==> config.mk <==
export PLATFORM = sky130hd
export DESIGN_NAME = mips_hazard_unit
export DESIGN_NICKNAME = d
export VERILOG_FILES = /design/src/rtl/mips_hazard_unit.sv
export SDC_FILE = /design/constraint.sdc
export NUM_CORES = 1
export LEC_CHECK = 0
export CELL_PAD_IN_SITES_DETAIL_PLACEMENT = 1
export CELL_PAD_IN_SITES_GLOBAL_PLACEMENT = 2
export CORE_MARGIN = 1
export CORE_UTILIZATION = 30
export DETAILED_ROUTE_END_ITERATION = 16
export DONT_BUFFER_PORTS = 1
export PLACE_DENSITY = 0.68
export SLEW_MARGIN = 0
export SYNTH_ARGS = -nofsm -noshare
export SYNTH_HDL_FRONTEND = slang
export SYNTH_SLANG_ARGS = --single-unit
==> constraint.sdc <==
create_clock -name clk -period 2.25 [get_ports clk]
set_input_delay 0.45 -clock clk [delete_from_list [all_inputs] [get_ports clk]]
set_output_delay 0.45 -clock clk [all_outputs]
set_load 0.05 [all_outputs]
==> src/rtl/mips_hazard_unit.sv <==
// mips_hazard_unit
//   Hazard detection and operand forwarding for the five-stage MIPS pipeline
//   (IF/ID/EX/MEM/WB). The unit keeps its own copy of the destination and
//   control bits for the EX, MEM and WB stages. From that registered state
//   and the current ID/branch inputs it drives the PC and IF/ID enables, the
//   flushes and the forwarding selects, all combinationally.
//
//   Optional feature macro: MIPS_HAZARD_PERF_EN
//     defined   -> stall_count / flush_count are saturating counters
//     undefined -> no counter flops; both counters are tied to 0
//
// Ports
//   clk, reset          clock; synchronous active-high reset
//   id_*                ID-stage instruction fields and control bits
//   ex_branch_taken     branch/jump resolved taken in EX
//   pc_write_en         PC may update
//   ifid_write_en       IF/ID may load
//   ifid_flush          IF/ID loads a bubble
//   idex_flush          ID/EX loads a bubble
//   fwd_a, fwd_b        EX operand select: 00 regfile, 10 EX/MEM, 01 MEM/WB
//   id_fwd_a, id_fwd_b  ID read takes WB write data (same-cycle write/read)
//   stall_count         stall cycles seen (saturating)
//   flush_count         flush cycles seen (saturating)
module mips_hazard_unit #(
  parameter int REG_ADDR_W = 5,
  parameter int CNT_WIDTH  = 16
) (
  input  logic                  clk,
  input  logic                  reset,
  input  logic                  id_valid,
  input  logic [REG_ADDR_W-1:0] id_rs,
  input  logic [REG_ADDR_W-1:0] id_rt,
  input  logic                  id_uses_rs,
  input  logic                  id_uses_rt,
  input  logic [REG_ADDR_W-1:0] id_dest,
  input  logic                  id_regwrite,
  input  logic                  id_memread,
  input  logic                  ex_branch_taken,
  output logic                  pc_write_en,
  output logic                  ifid_write_en,
  output logic                  ifid_flush,
  output logic                  idex_flush,
  output logic [1:0]            fwd_a,
  output logic [1:0]            fwd_b,
  output logic                  id_fwd_a,
  output logic                  id_fwd_b,
  output logic [CNT_WIDTH-1:0]  stall_count,
  output logic [CNT_WIDTH-1:0]  flush_count
);

  typedef struct packed {
    logic                  valid;
    logic [REG_ADDR_W-1:0] dest;
    logic                  regwrite;
    logic                  memread;
  } stageRec_t;

  // EX also carries its source operands so forwarding can be resolved there.
  typedef struct packed {
    stageRec_t             base;
    logic [REG_ADDR_W-1:0] rs;
    logic [REG_ADDR_W-1:0] rt;
    logic                  usesRs;
    logic                  usesRt;
  } exRec_t;

  exRec_t    exQ;
  stageRec_t memQ, wbQ;

  // Register 0 is hardwired to zero, so a write to it never counts as a
  // hazard or forward source.
  function automatic logic effWrite(input stageRec_t s);
    return s.valid & s.regwrite & (s.dest != '0);
  endfunction

  logic loadUse, brFlush;
  logic memWr, wbWr;

  assign memWr = effWrite(memQ);
  assign wbWr  = effWrite(wbQ);

  assign loadUse = exQ.base.valid & exQ.base.memread & (exQ.base.dest != '0) & id_valid &
                   ((id_uses_rs & (id_rs == exQ.base.dest)) |
                    (id_uses_rt & (id_rt == exQ.base.dest)));
  assign brFlush = ex_branch_taken & exQ.base.valid;

  // A flush wins over a stall. The wrong-path instruction in ID is
  // discarded, so holding it back would serve no purpose.
  always_comb begin
    pc_write_en   = 1'b1;
    ifid_write_en = 1'b1;
    ifid_flush    = 1'b0;
    idex_flush    = 1'b0;
    if (brFlush) begin
      ifid_flush = 1'b1;
      idex_flush = 1'b1;
    end else if (loadUse) begin
      pc_write_en   = 1'b0;
      ifid_write_en = 1'b0;
      idex_flush    = 1'b1;
    end
  end

  // The MEM stage holds the newer value, so it takes priority over WB.
  // A load in MEM has no data yet; that case was already covered by the
  // load-use stall one cycle earlier.
  function automatic logic [1:0] fwdSel(input logic [REG_ADDR_W-1:0] src, input logic uses);
    logic [1:0] sel;
    sel = 2'b00;
    if (exQ.base.valid & uses) begin
      if (memWr & ~memQ.memread & (memQ.dest == src))
        sel = 2'b10;
      else if (wbWr & (wbQ.dest == src))
        sel = 2'b01;
    end
    return sel;
  endfunction

  assign fwd_a = fwdSel(exQ.rs, exQ.usesRs);
  assign fwd_b = fwdSel(exQ.rt, exQ.usesRt);

  // The regfile writes and reads in the same cycle, so ID bypasses WB data.
  assign id_fwd_a = wbWr & id_valid & id_uses_rs & (wbQ.dest == id_rs);
  assign id_fwd_b = wbWr & id_valid & id_uses_rt & (wbQ.dest == id_rt);

  always_ff @(posedge clk) begin
    if (reset) begin
      exQ  <= '0;
      memQ <= '0;
      wbQ  <= '0;
    end else begin
      wbQ               <= memQ;
      memQ              <= exQ.base;
      exQ.base.valid    <= id_valid & ~idex_flush;
      exQ.base.dest     <= id_dest;
      exQ.base.regwrite <= id_regwrite;
      exQ.base.memread  <= id_memread;
      exQ.rs            <= id_rs;
      exQ.rt            <= id_rt;
      exQ.usesRs        <= id_uses_rs;
      exQ.usesRt        <= id_uses_rt;
    end
  end

`ifdef MIPS_HAZARD_PERF_EN
  logic [CNT_WIDTH-1:0] stallCnt, flushCnt;
  // A stall hidden by a simultaneous flush never takes effect, so it is not
  // counted.
  logic stallEvt;
  assign stallEvt = loadUse & ~brFlush;

  always_ff @(posedge clk) begin
    if (reset) begin
      stallCnt <= '0;
      flushCnt <= '0;
    end else begin
      if (stallEvt && stallCnt != '1) stallCnt <= stallCnt + 1'b1;
      if (brFlush  && flushCnt != '1) flushCnt <= flushCnt + 1'b1;
    end
  end

  assign stall_count = stallCnt;
  assign flush_count = flushCnt;
`else
  assign stall_count = '0;
  assign flush_count = '0;
`endif

endmodule

After elaboration in Yosys (flattened, before gate mapping):

Index checks and enable logic that the tools add are counted.

* flip-flop bits (word level): 35
* word-level logic and storage cells: 64
* output and inout port bits: 42
* input port bits: 23

* bitwise operators: 27
* reductions and logical operators: 3
* eq/ne operators: 8
* muxes and demuxes: 11

Operators with widths (count)
* == test 5 bit: 8
* AND 1 bit: 24
* nonzero test 5 bit: 3
* 2-to-1 mux 2 bit: 4
* 2-to-1 mux 1 bit: 7
* inverter 1 bit: 2
* OR 1 bit: 1

Longest topological paths before layout:

Gate-level depths: netlist of run 1.

* depth after elaboration: 8
* depth in mapped cells: 5
* gate-level depth less buffers: 4

Worst setup path after synthesis of run 1:

No wires, ideal clock.

* path kind: reg-to-output
* start point: reg memQ[3] (netlist bit)
* end point: out fwd_b[0]
* data required time: 1.800 ns
* buffers on the path: 0
* data arrival time: 2.247 ns
* cell stages (with the launch flop): 5
* slack: -0.447 ns
* cells stage by stage: dfxtp_1 > or4_1 > o2111ai_2 > nor4_1 > nor3_1

* word-level cells in the longest chain between the ends: 6
* elaborated cells on any way between the ends: 7
* those cells by class: eq/ne (1); mux (2); bitwise (3); reduce/logical (1)

Ends and longest elaborated chain
* start: declaration: line 68 `stageRec_t memQ, wbQ;`
* start signal: assignment: line 133 `memQ <= exQ.base;`
* nonzero test 5 bit: line 73 `return s.valid & s.regwrite & (s.dest != '0);`
* AND 1 bit: line 73
* AND 1 bit: line 111 `if (memWr & ~memQ.memread & (memQ.dest == src))`
* AND 1 bit *: line 111
* 2-to-1 mux 2 bit *: line 111
* 2-to-1 mux 2 bit *: line 110 `if (exQ.base.valid & uses) begin`
* end: declaration: line 44 `output logic [1:0] fwd_b,`

Every way passes the cells marked *; elsewhere a longest branch is shown, timed or not.

Worst setup path in the final report of run 1:

* start point: reg memQ[3] (netlist bit)
* end point: out fwd_a[0]

* word-level cells in the longest chain between the ends: 6
* elaborated cells on any way between the ends: 7
* those cells by class: eq/ne (1); mux (2); bitwise (3); reduce/logical (1)

Ends and longest elaborated chain
* nonzero test 5 bit: line 73
* AND 1 bit: line 73
* AND 1 bit: line 111
* AND 1 bit *: line 111
* 2-to-1 mux 2 bit *: line 111
* 2-to-1 mux 2 bit *: line 110
* end: declaration: line 43 `output logic [1:0] fwd_a,`

Marks and branches as above.

==> results of run 1 <==
[worst paths after layout]
| check | to | slack [ns] | depth (start not counted) |
|---|---|---|---|
| worst min register to register | memQ[1]$_SDFF_PP0_ | 0.45 | 1 |
| worst max-delay path | fwd_a[0] | -0.14 | 5 |
| worst max register to register | exQ[19]$_SDFF_PP0_ | 1.09 | 4 |
| worst min-delay path | exQ[15]$_SDFF_PP0_ | 0.22 | 1 |
[stage by stage]
step	instance area, µm²	setup TNS (ns)	util (%)
floorplan	1920	0	-
global placement	1830	0	32.5
detailed placement	1830	0	32.5
CTS	2030	-0.622	36.0
global route	2080	-0.668	36.8
finish	2080	-0.370	36.8
[registers in the layout (all words and copies together) (netlist names)]
name and cells:
wbQ 7, exQ 20, memQ 8
[area by class of cell]
class | count | area (µm²)
inverter | 2 | 7.51
sequential | 35 | 714
tap | 72 | 90.1
fill | 641 | 3570
clock inverter | 2 | 35.0
multi-input combinational | 144 | 1020
timing repair buffer | 11 | 128
clock buffer | 6 | 82.6
[repair_timing]
action                                  4_1_cts  5_1_grt
endpoints found under the setup margin        6        9
pin swaps                                     5        6
setup buffers                                 3        0
gates resized for setup                      11       13
[cell families (layout without fill, tap and decap cells)]
logic type,Yosys count,count (layout)
AND/OR/NAND/NOR,66,66
buffers and inverters,43,21
XOR/XNOR,40,40
flip-flops,35,35
AO/OA/AOI/OAI,6,6
other,1,32
[power groups by stage]
stage | combinational, W | sequential [W] | clock [W]
after floorplan | 0.000257 | 0.000681 | 0
after global placement | 0.000214 | 0.000694 | 0
after detailed placement | 0.000217 | 0.000696 | 0
after CTS | 0.000231 | 0.000681 | 0.000603
after global routing | 0.000250 | 0.000686 | 0.000630
final | 0.000235 | 0.000682 | 0.000593
[critical path: stages, from the launching register on]
cell and delay, ns:
dfxtp_2 0.33, or4_4 0.54, o2111ai_4 0.25, nor4_4 0.07, nor4b_4 0.28, buf_12 0.18
[cell usage in the layout, fill, tap and decap left out, types with 2 or more instances in the layout]
master,n
clkbuf_8,6
conb_1,32
nand3_1,7
a21oi_1,2
nand4_1,3
buf_6,2
buf_4,6
xor2_1,16
xnor2_1,23
nand2_1,5
nor2b_1,34
dfxtp_1,26
nor2_1,3
nor4_4,2
nor4_1,2
buf_12,3
inv_1,2
dfxtp_2,8
[metal layers]
metal  vias to the layer above  track usage [%]  part of all wire [%]
met1                       547             16.4                    42
li1                        561                -                     -
met5                         -                0                     0
met2                        42             25.3                    51
met4                         0             4.36                   1.3
met3                         5             5.75                   5.6
==> qor.log, run 1 <==
qor: outcome.status finished, violations left
qor: outcome.violations negative setup slack
qor: logic_synthesis.area_contributors_post_synth dfxtp_1, buf_4, nor2b_1, xnor2_1, xor2_1
qor: power_and_ir_drop.power_density 727 nW/µm²
qor: hold_path.timing.hold.worst.start reset
qor: global_routing.globalRouteTotalUtil 14.6%
qor: setup_path.crit_arrival 1.94 ns
qor: timing.fin_crit_sh 106%
qor: routing.detailroute.via_count 1,155
qor: placed_design.dpl.hpwl 3.18 mm
qor: setup_path.critical_path_peak_fanout 2
qor: routing.drt_pass1_iterations 2
qor: routing.drcViolationCount 0
qor: logic_synthesis.synthXorXnorAreaFrac 19.5%
qor: logic_synthesis.async_flop_share 0%
qor: timing.setup_viol 4
qor: layout.areaGrowthSynthToFinish 15.6%
qor: logic_synthesis.synth-adder-area-share 0%
qor: clocking.tritoncts built
qor: logic_synthesis.synth_enable_flop_cells 0
qor: global_routing.grt_pass1_vias 1,207
qor: setup_path.setup.worst_path.end_class output pin
qor: logic_synthesis.yosys.cell_types.count 25
qor: clocking.clockBufferDepth 2
qor: timing.fmaxAchievable 419 MHz
qor: global_routing.maximum_number_of_pins_on_one_net_before_global_route_repair 36
qor: placed_design.io_buffers 0
qor: timing.finalHoldWorstSlack 0.216 ns
qor: die.floorplan.die_area 6300 µm²
qor: setup_path.setup.worst_path.start_class register
qor: timing.timing.final.max_slew_violations 0
qor: logic_synthesis.synth-seq-cells 35
qor: timing.setup_repair_after_global_routing_missed_its_margin true
qor: routing.routed_wire_length_per_instance 15.6 µm
qor: die.die_h 79.4 µm
qor: logic_synthesis.yosysTopAreaCellShare 39.0%
qor: power_and_ir_drop.p_comb_share 15.6%
qor: setup_path.startpoint_of_the_worst_register_to_register_path exQ[17]$_SDFF_PP0_
qor: power_and_ir_drop.static-leakage-power 0.831 nW
qor: routing.vias_per_cell 4.25
qor: global_routing.grt_pass1_wl 6.53 mm
qor: routing.postRouteWirelength 4.23 mm
qor: power_and_ir_drop.net_switching_fraction_of_the_power 29.0%
qor: layout.final_net_count 222
qor: clocking.clkTransAtPathRegs 0.07 ns
qor: layout.antenna-diode-count 0
qor: die.boundaryPins 65
qor: global_routing.grt_remaining_overflow 0
qor: logic_synthesis.complex_gate_fraction_of_the_synthesized_area 2.72%
qor: logic_synthesis.synthesis.area 1800 µm²
qor: die.die_width 79.4 µm
qor: logic_synthesis.synth-seq-area-share 39.0%
qor: run.timing.max_cap.violations 0
qor: power_and_ir_drop.post-layout-total-power 0.00151 W
qor: layout.instances_no_fill 272
qor: placed_design.dpl.cell_count 261
qor: power_and_ir_drop.p_switching 0.000438 W
qor: clocking.cts_htree_levels 2
qor: die.design.core.area 5640 µm²
qor: timing.final.min_clock_period 2.39 ns
qor: routing.antenna_violating_nets_post_route 0
qor: setup_path.critPathKind reg -> out
qor: hold_path.timing.hold.worst.class in -> reg
qor: timing.timing.final.hold_violations 0
qor: logic_synthesis.post_synth_inst_count 191
qor: setup_path.cp-startpoint memQ[3]$_SDFF_PP0_
qor: logic_synthesis.synth_area_per_inst 9.40 µm²
qor: logic_synthesis.post_synth_mux_area_share 0%
qor: placed_design.worst_setup_slack_before_clock_tree_synthesis 0.0457 ns
qor: power_and_ir_drop.clock_power_share 39.2%
qor: power_and_ir_drop.sequentialPowerShare 45.2%
qor: logic_synthesis.primary_flip_flop_cell_chosen_by_synthesis_mapping dfxtp_1
qor: clocking.cts_sinks 35
qor: clocking.post_cts_hold_fix_bufs 0
qor: die.floorplan.initialDensity 31.8%
qor: power_and_ir_drop.cellInternalPower 0.00107 W
qor: layout.fraction_of_final_layout_cells_with_drive_strength_greater_than_1 20.5%
qor: logic_synthesis.synthSimpleGateAreaFrac 22.6%
qor: logic_synthesis.most_repeated_cell_in_the_gate_level_netlist_after_synthesis dfxtp_1
qor: clocking.clk-insertion-delay-late 0.29 ns
qor: logic_synthesis.synth_warnings 0
qor: logic_synthesis.synth_top_family_by_area simple AND/OR/NAND/NOR gates
qor: timing.fin_worst_skew 0.00278 ns
qor: timing.final_worst_path_setup_slack -0.138 ns
qor: routing.drt_iter0_markers 59
qor: clocking.cts-buffers-inserted 5
qor: clocking.cts-root-buf clkbuf_8
qor: global_routing.grt_antenna_before_repair 0
qor: placed_design.globalplace.congestion 0.835
qor: logic_synthesis.synthDominantAreaCellType dfxtp_1
qor: setup_path.critPathRequiredTime 1.80 ns
qor: power_and_ir_drop.ir_drop 0.000428 V
qor: logic_synthesis.synth_top_cells_by_count dfxtp_1, nor2b_1, buf_4, xnor2_1, xor2_1
qor: die.rows 27
Note: power is estimated with default switching activity, not from simulation.
==> run 2, diff against run 1 <==
--- a/config.mk
+++ b/config.mk
@@ -7,7 +7,6 @@
 export LEC_CHECK = 0
 export CELL_PAD_IN_SITES_DETAIL_PLACEMENT = 1
 export CELL_PAD_IN_SITES_GLOBAL_PLACEMENT = 2
-export CORE_MARGIN = 1
 export CORE_UTILIZATION = 30
 export DETAILED_ROUTE_END_ITERATION = 16
 export DONT_BUFFER_PORTS = 1
@@ -16,3 +15,4 @@
 export SYNTH_ARGS = -nofsm -noshare
 export SYNTH_HDL_FRONTEND = slang
 export SYNTH_SLANG_ARGS = --single-unit
+export TNS_END_PERCENT = 30
==> run 2 against run 1 <==
The flow still finishes with violations (negative setup slack). Via count shrank 1.5%. Utilization shrank 0.38 points. Clock power shrank 0.8%. Non-clock buffer count is the same. Sequential power is essentially flat. Final cell count is the same. Clock skew grew 0.0032 ns. Flip-flop and latch count is the same. Critical endpoint is now fwd_b[1]. Largest cell class unchanged.
==> qor.log, run 2 (synthesized netlist as in run 1, its figures left out) <==
qor: outcome.status finished, violations left [unchanged]
qor: outcome.violations negative setup slack [unchanged]
qor: global_routing.grt_pass1_vias 1,242 [was 1,207]
qor: power_and_ir_drop.cellInternalPower 0.00107 W [about the same]
qor: timing.fmaxAchievable 415 MHz [was 419 MHz]
qor: clocking.cts_sinks 35 [unchanged]
qor: placed_design.globalplace.congestion 0.799 [was 0.835]
qor: routing.antenna_violating_nets_post_route 0 [unchanged]
qor: power_and_ir_drop.net_switching_fraction_of_the_power 28.8% [was 29.0%]
qor: timing.timing.final.hold_violations 0 [unchanged]
qor: setup_path.critical_path_peak_fanout 2 [unchanged]
qor: die.die_h 79.4 µm [unchanged]
qor: hold_path.timing.hold.worst_endpoint exQ[16]$_SDFF_PP0_ [was exQ[15]$_SDFF_PP0_]
qor: timing.finalHoldWorstSlack 0.219 ns [was 0.216 ns]
qor: layout.most-common-layout-cells nor2b_1, conb_1, dfxtp_1, xnor2_1, xor2_1 [unchanged]
qor: global_routing.grt_remaining_overflow 0 [unchanged]
qor: power_and_ir_drop.ir_drop 0.000288 V [was 0.000428 V]
qor: power_and_ir_drop.p_switching 0.000432 W [was 0.000438 W]
qor: die.floorplan.initialDensity 31.8% [unchanged]
qor: die.rows 27 [unchanged]
qor: setup_path.rrSetupSlack 1.02 ns [was 1.09 ns]
qor: clocking.cts-buffers-inserted 5 [unchanged]
qor: setup_path.critPathKind reg -> out [unchanged]
qor: global_routing.maximum_number_of_pins_on_one_net_before_global_route_repair 36 [unchanged]
qor: clocking.tritoncts built [unchanged]
qor: clocking.clockBufferDepth 2 [unchanged]
qor: setup_path.worst-r2r-cell-count 4 [unchanged]
qor: layout.fraction_of_final_layout_cells_with_drive_strength_greater_than_1 18.0% [was 20.5%]
qor: timing.timing.final.max_slew_violations 0 [unchanged]
qor: setup_path.critPathRequiredTime 1.80 ns [about the same]
qor: clocking.cts-root-buf clkbuf_8 [unchanged]
qor: routing.drcViolationCount 0 [unchanged]
qor: hold_path.timing.hold.worst_path_depth 1 [unchanged]
qor: hold_path.timing.hold.worst.start reset [unchanged]
qor: hold_path.timing.hold.worst.class in -> reg [unchanged]
qor: layout.final_cell_area 2050 µm² [was 2080 µm²]
qor: layout.largest_registers exQ x20, memQ x8, wbQ x7 [unchanged]
qor: power_and_ir_drop.static-leakage-power 0.823 nW [was 0.831 nW]
qor: power_and_ir_drop.power_density 731 nW/µm² [was 727 nW/µm²]
qor: layout.antenna-diode-count 0 [unchanged]
qor: run.timing.max_cap.violations 0 [unchanged]
qor: layout.final_util 36.4% [was 36.8%]
qor: power_and_ir_drop.sequentialPowerShare 45.2% [about the same]
qor: layout.areaGrowthSynthToFinish 14.4% [was 15.6%]
qor: placed_design.dpl.hpwl 3.17 mm [was 3.18 mm]
qor: setup_path.crit_arrival 1.96 ns [was 1.94 ns]
qor: layout.final_net_count 222 [unchanged]
qor: timing.setup_repair_after_global_routing_missed_its_margin true [unchanged]
qor: layout.regMostFlops exQ [unchanged]
qor: clocking.clk-insertion-delay-late 0.29 ns [about the same]
qor: setup_path.timing.rr.end exQ[19]$_SDFF_PP0_ [unchanged]
qor: timing.setup_viol 4 [unchanged]
qor: routing.detailroute.via_count 1,138 [was 1,155]
qor: placed_design.instance_area_after_placement 1830 µm² [unchanged]
qor: placed_design.io_buffers 0 [unchanged]
qor: setup_path.setup.worst_path.end_class output pin [unchanged]
qor: routing.postRouteWirelength 4.13 mm [was 4.23 mm]
qor: die.boundaryPins 65 [unchanged]
qor: timing.fin_crit_sh 107% [was 106%]
qor: setup_path.setup.worst_path.start_class register [unchanged]
qor: routing.drt_iter0_markers 26 [was 59]
qor: routing.routed_wire_length_per_instance 15.2 µm [was 15.6 µm]
qor: die.floorplan.die_area 6300 µm² [unchanged]
qor: power_and_ir_drop.p_comb_share 15.6% [about the same]
qor: layout.flip_flop_count_of_the_largest_register_all_copies_and_words_added 20 [unchanged]
qor: global_routing.grt_antenna_before_repair 0 [unchanged]
qor: global_routing.globalRouteTotalUtil 14.2% [was 14.6%]
qor: routing.drt_pass1_iterations 4 [was 2]
qor: die.design.core.area 5640 µm² [unchanged]
qor: clocking.clkTransAtPathRegs 0.08 ns [was 0.07 ns]
qor: timing.final.min_clock_period 2.41 ns [was 2.39 ns]
qor: setup_path.cp-startpoint memQ[3]$_SDFF_PP0_ [unchanged]
qor: power_and_ir_drop.clock_power_share 39.2% [about the same]
qor: timing.fin_worst_skew 0.00602 ns [was 0.00278 ns]
qor: layout.layout.cells.most_common nor2b_1 [unchanged]
qor: timing.final_worst_path_setup_slack -0.161 ns [was -0.138 ns]
qor: routing.vias_per_cell 4.18 [was 4.25]
qor: die.die_width 79.4 µm [unchanged]
qor: setup_path.startpoint_of_the_worst_register_to_register_path exQ[17]$_SDFF_PP0_ [unchanged]
qor: global_routing.grt_pass1_wl 6.39 mm [was 6.53 mm]
qor: clocking.cts_htree_levels 2 [unchanged]
==> run 2: cell counts in the layout (fill, tap and decap cells not counted) <==
Identical to the previous run, type by type.
==> run 2: layer usage <==
layer	share of wire [%]	global-route usage (%)	vias up
met1	40	15.5	541
met2	54	24.7	34
met5	0	0	-
met3	4.5	4.48	4
met4	1.4	6.55	0
li1	-	-	559
==> run 2: how the worst max path moves through the flow <==
stage | to | slack [ns] | cells after the start
after floorplan | fwd_a[0] | -0.01 | 4
after global placement | fwd_a[0] | 0.13 | 5
after detailed placement | fwd_a[0] | 0.05 | 5
after CTS | fwd_a[0] | -0.18 | 5
after global routing | fwd_a[0] | -0.24 | 5
final | fwd_b[1] | -0.16 | 6
==> run 2: critical path: stages (launching register included) <==
cell,delay (ns)
dfxtp_4,0.34
or4_4,0.52
o2111ai_4,0.26
buf_4,0.17
nor4_4,0.05
and3_4,0.20
buf_12,0.14
==> run 2: power groups by stage <==
stage / combinational, W / clock, W / sequential [W]
after floorplan: 0.000257 / 0 / 0.000681
after global placement: 0.000215 / 0 / 0.000694
after detailed placement: 0.000218 / 0 / 0.000695
after CTS: 0.000229 / 0.000600 / 0.000680
after global routing: 0.000250 / 0.000633 / 0.000683
final: 0.000234 / 0.000588 / 0.000679
==> run 2: cell type report <==
| type | count | area [µm²] |
|---|---|---|
| clock buffer | 6 | 82.6 |
| clock inverter | 2 | 35.0 |
| fill | 647 | 3590 |
| inverter | 2 | 7.51 |
| multi-input combinational | 144 | 1000 |
| sequential | 35 | 713 |
| tap | 72 | 90.1 |
| timing repair buffer | 11 | 124 |
==> run 2: what timing repair did <==
| item | CTS | global route |
|---|---|---|
| hold buffers | 0 | 0 |
| endpoints found under the setup margin | 6 | 7 |
| buffers inserted | 2 | 1 |
| pin swaps | 6 | 0 |
| resized for setup | 11 | 8 |
==> run 2: stage by stage <==
stage          setup TNS [ns]  total power [W]  setup slack (ns)  cells
6_report               -0.479          0.00150            -0.161    272
5_1_grt                -0.804          0.00157            -0.243    272
4_1_cts                -0.394          0.00151            -0.176    271
3_5_place_dp                0         0.000913            0.0518    261
3_3_place_gp                0         0.000909             0.132    261
2_1_floorplan         -0.0131         0.000938           -0.0131    222
==> run 3, diff against run 2 <==
--- a/config.mk
+++ b/config.mk
@@ -5,6 +5,7 @@
 export SDC_FILE = /design/constraint.sdc
 export NUM_CORES = 1
 export LEC_CHECK = 0
+export CAP_MARGIN = 20
 export CELL_PAD_IN_SITES_DETAIL_PLACEMENT = 1
 export CELL_PAD_IN_SITES_GLOBAL_PLACEMENT = 2
 export CORE_UTILIZATION = 30
==> constraint.sdc (replaced) <==
create_clock -name clk -period 2.98 [get_ports clk]
set_input_delay 0.596 -clock clk [delete_from_list [all_inputs] [get_ports clk]]
set_output_delay 0.596 -clock clk [all_outputs]
set_load 0.05 [all_outputs]
==> run 3 against run 2 <==
The run now ends clean. First-iteration DRC count is 15% lower. Via count is 2.5% lower. Die area stayed put. Count of clock-buffer cells in the layout stayed put.
==> qor.log, run 3 (synthesized netlist as in run 1, its figures left out) <==
qor: run.timing.max_cap.violations 0 [unchanged]
qor: timing.timing.final.hold_violations 0 [unchanged]
qor: timing.fin_crit_sh 88.2%
qor: die.die_h 79.4 µm [unchanged]
qor: die.rows 27 [unchanged]
qor: routing.antenna_violating_nets_post_route 0 [unchanged]
qor: power_and_ir_drop.clock_power_share 40.0% [was 39.2%]
qor: global_routing.globalRouteTotalUtil 13.0% [was 14.2%]
qor: setup_path.critical_path_peak_fanout 4 [was 2]
qor: routing.postRouteWirelength 3.81 mm [was 4.13 mm]
qor: clocking.tritoncts built [unchanged]
qor: hold_path.timing.hold.worst.class in -> reg [unchanged]
qor: global_routing.grt_antenna_before_repair 0 [unchanged]
qor: layout.final_net_count 216 [was 222]
qor: timing.fmaxAchievable 380 MHz
qor: timing.setup_repair_after_global_routing_missed_its_margin false [was true]
qor: clocking.cts_setup_buffers 0 [was 2]
qor: die.boundaryPins 65 [unchanged]
qor: setup_path.setup.worst_path.end_class output pin [unchanged]
qor: clocking.cts_htree_levels 2 [unchanged]
qor: routing.drt_iter0_markers 22 [was 26]
qor: layout.layout.cells.most_common dfxtp_1 [was nor2b_1]
qor: clocking.post_cts_hold_fix_bufs 0 [unchanged]
qor: power_and_ir_drop.static-leakage-power 0.779 nW [was 0.823 nW]
qor: layout.flip_flop_count_of_the_largest_register_all_copies_and_words_added 20 [unchanged]
qor: routing.vias_per_cell 4.17 [was 4.18]
qor: global_routing.maximum_number_of_pins_on_one_net_before_global_route_repair 36 [unchanged]
qor: global_routing.grt_pass1_wl 5.79 mm [was 6.39 mm]
qor: setup_path.critPathRequiredTime 2.38 ns [was 1.80 ns]
qor: power_and_ir_drop.post-layout-total-power 0.00113 W [was 0.00150 W]
qor: power_and_ir_drop.ir_drop 0.000228 V [was 0.000288 V]
qor: timing.fin_worst_skew 0.00414 ns [was 0.00602 ns]
qor: clocking.cts_sinks 35 [unchanged]
qor: setup_path.crit_arrival 2.03 ns [was 1.96 ns]
qor: timing.timing.final.max_slew_violations 0 [unchanged]
qor: placed_design.io_buffers 0 [unchanged]
qor: clocking.clockBufferDepth 2 [unchanged]
qor: die.floorplan.die_area 6300 µm² [unchanged]
qor: power_and_ir_drop.cellInternalPower 0.000803 W [was 0.00107 W]
qor: clocking.cts-buffers-inserted 5 [unchanged]
qor: routing.detailroute.via_count 1,110 [was 1,138]
qor: setup_path.crit_slowest_cell or4_1 [was or4_4]
qor: routing.drcViolationCount 0 [unchanged]
qor: timing.setup_total_negative_slack 0 ns [was -0.479 ns]
qor: setup_path.critPathKind reg -> out [unchanged]
qor: placed_design.dpl.cell_count 258 [was 261]
qor: layout.fraction_of_final_layout_cells_with_drive_strength_greater_than_1 8.76% [was 18.0%]
qor: layout.antenna-diode-count 0 [unchanged]
qor: global_routing.grt_remaining_overflow 0 [unchanged]
qor: clocking.clkTransAtPathRegs 0.07 ns [was 0.08 ns]
qor: power_and_ir_drop.net_switching_fraction_of_the_power 28.7% [was 28.8%]
qor: clocking.clk-insertion-delay-late 0.29 ns [about the same]
qor: outcome.status finished clean [was finished, violations left]
qor: layout.instances_no_fill 266 [was 272]
qor: layout.regMostFlops exQ [unchanged]
qor: setup_path.worst-path-buf-inv 1 [was 2]
qor: clocking.cts-root-buf clkbuf_8 [unchanged]
qor: power_and_ir_drop.power_density 598 nW/µm² [was 731 nW/µm²]
qor: die.die_width 79.4 µm [unchanged]
qor: setup_path.critPathMaxStageDelay 0.56 ns [was 0.52 ns]
qor: power_and_ir_drop.p_comb_share 14.4% [was 15.6%]
qor: routing.routed_wire_length_per_instance 14.3 µm [was 15.2 µm]
qor: power_and_ir_drop.sequentialPowerShare 45.6% [was 45.2%]
qor: timing.setup_viol 0 [was 4]
qor: setup_path.setup.worst_path.start_class register [unchanged]
qor: die.floorplan.initialDensity 31.8% [unchanged]
qor: layout.most-common-layout-cells dfxtp_1, nor2b_1, conb_1, xnor2_1, xor2_1 [was nor2b_1, conb_1, dfxtp_1, xnor2_1, xor2_1]
qor: placed_design.globalplace.congestion 0.768 [was 0.799]
qor: setup_path.crit_path_cell_trace or4_1 -> o2111ai_2 -> nor4_2 -> nor4b_4 -> buf_4 [was or4_4 -> o2111ai_4 -> buf_4 -> nor4_4 -> and3_4 -> buf_12]
qor: power_and_ir_drop.p_switching 0.000323 W [was 0.000432 W]
qor: layout.largest_registers exQ x20, memQ x8, wbQ x7 [unchanged]
qor: global_routing.grt_pass1_vias 1,107 [was 1,242]
qor: die.design.core.area 5640 µm² [unchanged]
qor: routing.drt_pass1_iterations 4 [unchanged]
qor: clocking.cts_resized 0 [was 11]
qor: layout.areaGrowthSynthToFinish 4.95% [was 14.4%]
qor: timing.final.min_clock_period 2.63 ns
qor: setup_path.worst_path_dominant_cell_family simple AND/OR/NAND/NOR gates [unchanged]
-- run 3: cell count changes in the layout (fill, tap and decap cells not counted), moves of 2 or more --
cell     previous run  this run
buf_12              3         0
dfxtp_1            29        35
dfxtp_4             2         0
buf_4               7         5
nor4_4              2         0
dfxtp_2             4         0
nor4_1              2         4
-- run 3: worst reg2reg max path: cells and delay by family (launching register included) --
kind / cells / cell delay [ns]
simple gates: 1 / 0.12
compound gates: 2 / 0.40
xor+xnor: 1 / 0.16
flops: 1 / 0.47
-- run 3: stage by stage --
step	setup WS [ns]	cell area, µm²	utilization [%]	hold slack [ns]
floorplan	0.137	1910	-	0.414
global placement	0.712	1770	31.3	0.420
detailed placement	0.661	1770	31.3	0.431
CTS	0.332	1880	33.4	0.350
global route	0.225	1880	33.4	0.340
finish	0.351	1880	33.4	0.360
-- run 3: power by group through the flow --
stage | clock network (W) | logic [W] | registers (W)
floorplan | 0 | 0.000194 | 0.000514
global placement | 0 | 0.000162 | 0.000525
detailed placement | 0 | 0.000163 | 0.000525
CTS | 0.000465 | 0.000163 | 0.000514
global route | 0.000487 | 0.000173 | 0.000516
finish | 0.000450 | 0.000162 | 0.000513
-- run 3: layout make-up --
| type | count | area, µm² |
|---|---|---|
| fill | 658 | 3760 |
| multi-input combinational | 144 | 931 |
| sequential | 35 | 701 |
| tap | 72 | 90.1 |
| clock buffer | 6 | 82.6 |
| timing repair buffer | 5 | 37.5 |
| clock inverter | 2 | 35.0 |
| inverter | 2 | 7.51 |
-- run 3: worst paths after layout --
path | startpoint | endpoint | slack (ns) | cells after the start
hold / removal | reset | exQ[14]$_SDFF_PP0_ | 0.36 | 1
hold reg to reg | exQ[13]$_SDFF_PP0_ | memQ[1]$_SDFF_PP0_ | 0.44 | 1
setup reg to reg | exQ[14]$_SDFF_PP0_ | exQ[19]$_SDFF_PP0_ | 1.72 | 4
setup / recovery | memQ[3]$_SDFF_PP0_ | fwd_a[0] | 0.35 | 5
-- run 3: per-layer routing --
layer	GRT usage [%]	share of wire (%)
met5	0	0
met1	14.5	43
met2	20.9	47
met4	7.09	2.0
met3	5.52	7.3
